File: config.mk
export PLATFORM = sky130hd
export DESIGN_NAME = clk_divider
export DESIGN_NICKNAME = d
export VERILOG_FILES = /design/src/rtl/clk_divider.sv
export SDC_FILE = /design/constraint.sdc
export NUM_CORES = 1
export LEC_CHECK = 0
export CAP_MARGIN = 10
export CORE_ASPECT_RATIO = 0.9
export CORE_MARGIN = 5
export CORE_UTILIZATION = 60
export DETAILED_ROUTE_END_ITERATION = 12
export GPL_TIMING_DRIVEN = 0
export PLACE_DENSITY_LB_ADDON = 0.05
export SYNTH_ARGS = -nofsm -noshare
export SYNTH_HDL_FRONTEND = slang
export SYNTH_SLANG_ARGS = --single-unit
File: constraint.sdc
create_clock -name CLK -period 12.7 [get_ports CLK]
set_input_delay 2.54 -clock CLK [delete_from_list [all_inputs] [get_ports CLK]]
set_output_delay 2.54 -clock CLK [all_outputs]
set_load 0.02 [all_outputs]
File: src/rtl/clk_divider.sv
// clk_divider: selectable integer clock divider with a free-running count,
// a registered divided clock (oCLK) and a one-cycle wrap pulse (oTick).
//
// Optional feature macro: CLK_DIV_SYNC_EN
//   defined   -> iSel and iEn pass through a two-flop synchronizer, so the
//                effective select/enable lag the pins by 2 CLK cycles.
//   undefined -> iSel and iEn are used directly (0-cycle latency).
//
// The active divisor N only changes at a wrap, so a select change in the
// middle of a period never shortens/lengthens that period or glitches oCLK.
module clk_divider #(
  parameter int unsigned DIV0  = 100000000,
  parameter int unsigned DIV1  = 50000000,
  parameter int unsigned DIV2  = 25000000,
  parameter int unsigned DIV3  = 2,
  parameter int unsigned CNT_W = 32
) (
  input  logic             CLK,
  input  logic             rst,
  input  logic [1:0]       iSel,
  input  logic             iEn,
  output logic             oCLK,
  output logic             oTick,
  output logic [CNT_W-1:0] oCnt
);

  // Divisors clamped to a minimum of 2 so that N/2 >= 1 and the divided
  // clock always has both a low and a high phase.
  localparam logic [CNT_W-1:0] N0 = CNT_W'((DIV0 < 2) ? 2 : DIV0);
  localparam logic [CNT_W-1:0] N1 = CNT_W'((DIV1 < 2) ? 2 : DIV1);
  localparam logic [CNT_W-1:0] N2 = CNT_W'((DIV2 < 2) ? 2 : DIV2);
  localparam logic [CNT_W-1:0] N3 = CNT_W'((DIV3 < 2) ? 2 : DIV3);

  // Effective (possibly synchronized) select and enable.
  logic [1:0] sel_eff;
  logic       en_eff;

`ifdef CLK_DIV_SYNC_EN
  logic [1:0] sel_s1_q, sel_s1_d, sel_s2_q, sel_s2_d;
  logic       en_s1_q,  en_s1_d,  en_s2_q,  en_s2_d;

  // Next state of the two-stage synchronizer: shift pins through.
  always_comb begin
    sel_s1_d = iSel;
    en_s1_d  = iEn;
    sel_s2_d = sel_s1_q;
    en_s2_d  = en_s1_q;
  end

  // Synchronizer stages, cleared by reset.
  always_ff @(posedge CLK or posedge rst) begin
    if (rst) begin
      sel_s1_q <= 2'd0;
      sel_s2_q <= 2'd0;
      en_s1_q  <= 1'b0;
      en_s2_q  <= 1'b0;
    end else begin
      sel_s1_q <= sel_s1_d;
      sel_s2_q <= sel_s2_d;
      en_s1_q  <= en_s1_d;
      en_s2_q  <= en_s2_d;
    end
  end

  assign sel_eff = sel_s2_q;
  assign en_eff  = en_s2_q;
`else
  assign sel_eff = iSel;
  assign en_eff  = iEn;
`endif

  logic [CNT_W-1:0] cnt_q, cnt_d;
  logic [CNT_W-1:0] n_q, n_d;
  logic             clk_q, clk_d;
  logic [CNT_W-1:0] sel_div;
  logic             at_last;
  logic             wrap;

  // Divisor addressed by the effective select.
  always_comb begin
    sel_div = N0;
    case (sel_eff)
      2'd0:    sel_div = N0;
      2'd1:    sel_div = N1;
      2'd2:    sel_div = N2;
      default: sel_div = N3;
    endcase
  end

  // Wrap detection: last count of the period with the enable present.
  always_comb begin
    at_last = (cnt_q == (n_q - 1'b1));
    wrap    = at_last && en_eff;
  end

  // Counter / divisor / divided-clock next state. oCLK is computed from the
  // next count and next N so the register always equals (oCnt >= N/2).
  always_comb begin
    cnt_d = cnt_q;
    n_d   = n_q;
    if (wrap) begin
      cnt_d = '0;
      n_d   = sel_div;
    end else if (en_eff) begin
      cnt_d = cnt_q + 1'b1;
    end
    clk_d = (cnt_d >= (n_d >> 1));
  end

  // Main state registers; reset aborts any period in progress.
  always_ff @(posedge CLK or posedge rst) begin
    if (rst) begin
      cnt_q <= '0;
      n_q   <= N0;
      clk_q <= 1'b0;
    end else begin
      cnt_q <= cnt_d;
      n_q   <= n_d;
      clk_q <= clk_d;
    end
  end

  assign oCnt  = cnt_q;
  assign oCLK  = clk_q;
  // Count is 0 during reset and N >= 2, so the pulse is inherently low then.
  assign oTick = wrap;

endmodule

Yosys cells after proc, flatten, opt, wreduce, memory -nomap -nowiden
Cells that the tools add are included.
{ "totals": {"wordCells": 16, "in_bits": 5, "ff_bits": 65} }
{ "classes": {"addsub": 2, "eq_ne": 3, "n_reduce_logical": 2, "order_cmp": 1, "n_mux": 4} }
{ "ops": {"columns": ["op", "count"], "rows": [
  ["$mux 32", 3],
  ["$pmux 27 s3", 1],
  ["$add 32x1->32 const B", 1],
  ["$eq 32x32->1", 1],
  ["$ge 32x31->1", 1],
  ["$sub 32x1->32 const B", 1],
  ["$eq 2x1->1 const B", 1],
  ["$eq 2x2->1 const B", 1],
  ["$logic_not 2->1", 1],
  ["$logic_and 1x1->1", 1]
]} }

Logic depth before layout (Yosys ltp)
{ "depth": {"ltp_word": 5, "depth_mapped": 22, "mapped_depth_nobuf": 19} }

Least setup slack after synthesis
OpenSTA, ideal clock, no wires.
{ "synth_path": {"kind": "input to output", "from": "in iEn", "to": "out oTick", "path_slack_ns": 5.905, "path_buffers": 2, "path_stages": 8, "arrival_ns": 4.255, "cell_sequence": "and3_1 o2111ai_1 nor4_1 nand3_1 or4b_1 nor4_4 buf_4 buf_4"} }
{ "synth_between": {"elab_chain_len": 1} }
{ "synth_lines": {"columns": ["element", "line", "rtl"], "rows": [
  ["from (decl)", "21", "input logic iEn,"],
  ["$logic_and 1x1->1", "93", "wrap = at_last && en_eff;"],
  ["to (decl)", "23", "output logic oTick,"]
]} }
No other way between the ends.

Final worst setup path
Same ends and word-level chain as after synthesis.

==> metrics.md <==
| Metric | Value |
|---|---|
| Status | `complete, no violations` |
| Max Transition Viols Final | `0` |
| Relative slew slack | `0.3525` |
| Area of the core | `between 0.007 and 0.008 mm²` |
| Setup Skew | `0.01092 ns` |
| Global route total overflow | `0` |
| Least-Margin Pin Slew | `0.9467 ns` |
| Proportion of layout cells with a drive suffix above 1 | `0.1115` |
| Vias in the first global route | `3847` |
| Num CTS Buffers | `9` |
| Worst EP arrival | `5.83 ns` |
| F_max | `about 120 MHz` |
| Final period util | `0.6590` |
| RSZ-0062 raised after global routing | `no` |
| Synth-to-Final Area Change | `15.73%` |
| First-pass GRT wire length | `between 15 and 20 mm` |
| Nature of the critical path endpoint | `output port` |
| Hold slack | `0.5560 ns` |
| Vias | `3969` |
| Router iterations before antenna repair | `5` |
| Worst reg2reg path depth | `22` |
| DR iter-0 viols | `251` |
| Distinct cells, synth | `54` |
| H-tree levels | `3` |
| Post-cts hold buffer count | `0` |
| Number of diodes | `0` |
| HPWL after DPL | `between 9 and 10 mm` |
| CTS-repair resized insts | `0` |
| Fin nets | `around 600` |
| Gr usage total | `0.2562` |
| Asr flop ratio synth | `1.000` |
| Crit path max fanout | `10` |
| Max VDD drop | `0.09783 mV` |
| Die ar. | `roughly 0.0099 mm²` |
| Post-synth EDFFs | `0` |
| Worst skew pair latency | `0.35 ns` |
| Crit Path Class | `in -> out` |
| Tmin final | `roughly 8.4 ns` |
| Count of final hold-check violations | `0` |
| WHS Path Cells | `2` |
| Clk buf depth | `2` |
| Core Util, Final | `0.7006` |
| Power density over cell area | `102.4 mW/mm²` |
| Worst slack at placement | `4.358 ns` |
| Clock slew at reported path FFs | `roughly 0.07 ns` |
| Worst Hold Class | `reg -> reg` |
| WL/cell | `roughly 18 µm` |
| CTS root buffer | `clkbuf_8` |
| Mapped Area | `0.004813 mm²` |
| Seq cells post-synth | `64` |
| Fillers | `639` |
| CP Launch Type | `input pin` |
| Post-synthesis sequential area ratio | `0.3358` |
| Die height | `94.97 µm` |
| Starting density of the core | `0.6054` |
| Syn Nets | `552` |
| CTS sink count | `between 60 and 70` |
| Yosys Warn Count | `0` |
| CTS tree | `done` |
| Port bufs | `38` |
| Row cnt | `31` |
| Maxcap violations | `0` |
| Fin Setup TNS | `0 ns` |
| Largest net degree at the start of global routing | `40` |
| Endpoints failing setup | `0` |
| Synth Area per Inst | `9.438 µm²` |
| Primary FF master, synth | `dfrtp_1` |
| Routability cong. | `0.8968` |
| Final worst slack | `4.331 ns` |
| Total power | `between 500 and 600 µW` |
| I/O pin count | `39` |
| Post-CTS Setup Repair Bufs | `0` |
| Die Wd | `104.4 µm` |
| Final ANT Viol Nets | `0` |
| Total Wirelength | `approximately 12 mm` |
| Vias per Instance | `5.977` |
| Post-route DRC | `0` |
| Synth Instances | `510` |
| Leak | `0.002456 µW` |
| Initial antenna violation count | `0` |
| Critical Path RT | `just over 10 ns` |
-- report_power, final --
part / switching [µW] / leakage (µW) / total, µW / internal, µW
clock network: 80.8 / 0.000117 / 208 / 127
registers: 13.5 / 0.000813 / 228 / 215
logic: 75.1 / 0.00153 / 135 / 59.6
total: 169 / 0.00246 / 571 / 401
-- registers in the layout, indices dropped and copies added (netlist names) --
register and flops:
oCnt 32, oCLK 1, n_q 31
-- per-layer routing --
layer / global-route usage / vias to the layer above / wire length (µm)
met5: 0 / - / 0
met4: 0.09277 / 0 / 229
met3: 0.04785 / 20 / 595
met2: 0.4061 / 105 / 5603
met1: 0.3516 / 1935 / 5780
li1: - / 1909 / -
-- worst max-delay path: stages --
cell             delay, ns
clkdlybuf4s50_1       0.59
and3_1                0.20
o2111ai_1             0.13
nor4_1                0.21
nand3_1               0.12
or4b_1                0.59
nor4_4                0.33
buf_4                 0.25
buf_4                 0.23
clkdlybuf4s50_1       0.64
-- per-stage QoR --
stage | std cells | cell area [µm²]
final | 664 | 5570
after global routing | 664 | 5570
after CTS | 664 | 5570
after detailed placement | 648 | 5338
after global placement | 647 | 5318
after floorplan | 510 | 4813
-- layout make-up --
| class | count | area, µm² | share of cell area |
|---|---|---|---|
| multi-input cells | 411 | 3019 | 0.5420 |
| flip-flops and latches | 64 | 1617 | 0.2902 |
| repair buffers | 39 | 400.4 | 0.07188 |
| clock buffers | 14 | 172.7 | 0.03100 |
| plain buffers | 23 | 132.6 | 0.02381 |
| well taps | 99 | 123.9 | 0.02224 |
| clock inverters | 2 | 60.06 | 0.01078 |
| inverters | 12 | 45.04 | 0.008086 |
-- path summary, 6_finish.rpt --
| path | from | end | slack [ns] |
|---|---|---|---|
| worst max-delay path | iEn | oTick | 4.33 |
| worst min-delay path | n_q[2] | n_q[2] | 0.56 |
| worst max register to register | n_q[1] | oCLK | 6.03 |
| worst min register to register | n_q[2] | n_q[2] | 0.56 |
| max in group asynchronous | rst | n_q[16] | 9.45 |
| min in group asynchronous | rst | n_q[30] | 2.57 |
-- layout by cell type (no fill, tap or decap), drive strengths merged, types with 2 or more instances in the layout --
cell	count
o21a	4
a21o	6
ha	37
and3	8
nor2	56
o22ai	2
nor3	14
xnor2	31
bufinv	2
buf	12
nor4	8
inv	12
clkbuf	26
dfrtp	52
dfstp	12
nor2b	14
nand2b	19
or3	4
o31ai	4
nand3b	2
mux2i	25
a31oi	2
or2	4
nor3b	4
or4b	2
nand4	11
mux2	20
a21oi	14
clkdlybuf4s50	38
o21ai	8
nand3	20
a2111oi	3
o211ai	2
and3b	2
and4	4
o2111ai	3
xor2	37
nand4b	2
or4	4
nand2	24
-- Yosys cell counts, types with 2 or more instances --
cell type | instances | share of area
nor2_1 | 56 | 0.044
dfrtp_1 | 52 | 0.27
ha_1 | 37 | 0.096
xor2_1 | 37 | 0.067
xnor2_1 | 31 | 0.056
mux2i_1 | 25 | 0.052
nand2_1 | 24 | 0.019
mux2_2 | 20 | 0.047
nand3_1 | 20 | 0.021
nand2b_1 | 19 | 0.025
a21oi_1 | 14 | 0.015
nor2b_1 | 14 | 0.018
nor3_1 | 14 | 0.015
clkbuf_1 | 12 | 0.0094
dfstp_2 | 12 | 0.066
inv_1 | 12 | 0.0094
nand4_1 | 11 | 0.014
and3_1 | 8 | 0.010
o21ai_0 | 8 | 0.0083
nor4_1 | 7 | 0.0091
a21o_1 | 6 | 0.0094
and4_1 | 4 | 0.0073
buf_2 | 4 | 0.0042
buf_6 | 4 | 0.0094
nor3b_1 | 4 | 0.0062
o21a_1 | 4 | 0.0062
o31ai_1 | 4 | 0.0062
or3_1 | 4 | 0.0052
or4_1 | 4 | 0.0062
a2111oi_0 | 3 | 0.0055
buf_4 | 3 | 0.0047
o2111ai_1 | 3 | 0.0055
a31oi_1 | 2 | 0.0026
and3b_1 | 2 | 0.0036
nand3b_1 | 2 | 0.0031
nand4b_1 | 2 | 0.0036
o211ai_1 | 2 | 0.0031
o22ai_1 | 2 | 0.0026
or2_1 | 2 | 0.0026
or2_2 | 2 | 0.0026
-- logic make-up after synthesis --
family	share of synthesized area
buffers and inverters	0.03691
flip-flops	0.3358
multiplexers	0.09878
XOR/XNOR	0.1237
adder cells (fa/ha/maj)	0.09618
AND/OR/NAND/NOR	0.2295
AO/OA/AOI/OAI	0.07903
No activity file was read; power rests on OpenSTA's default activity.
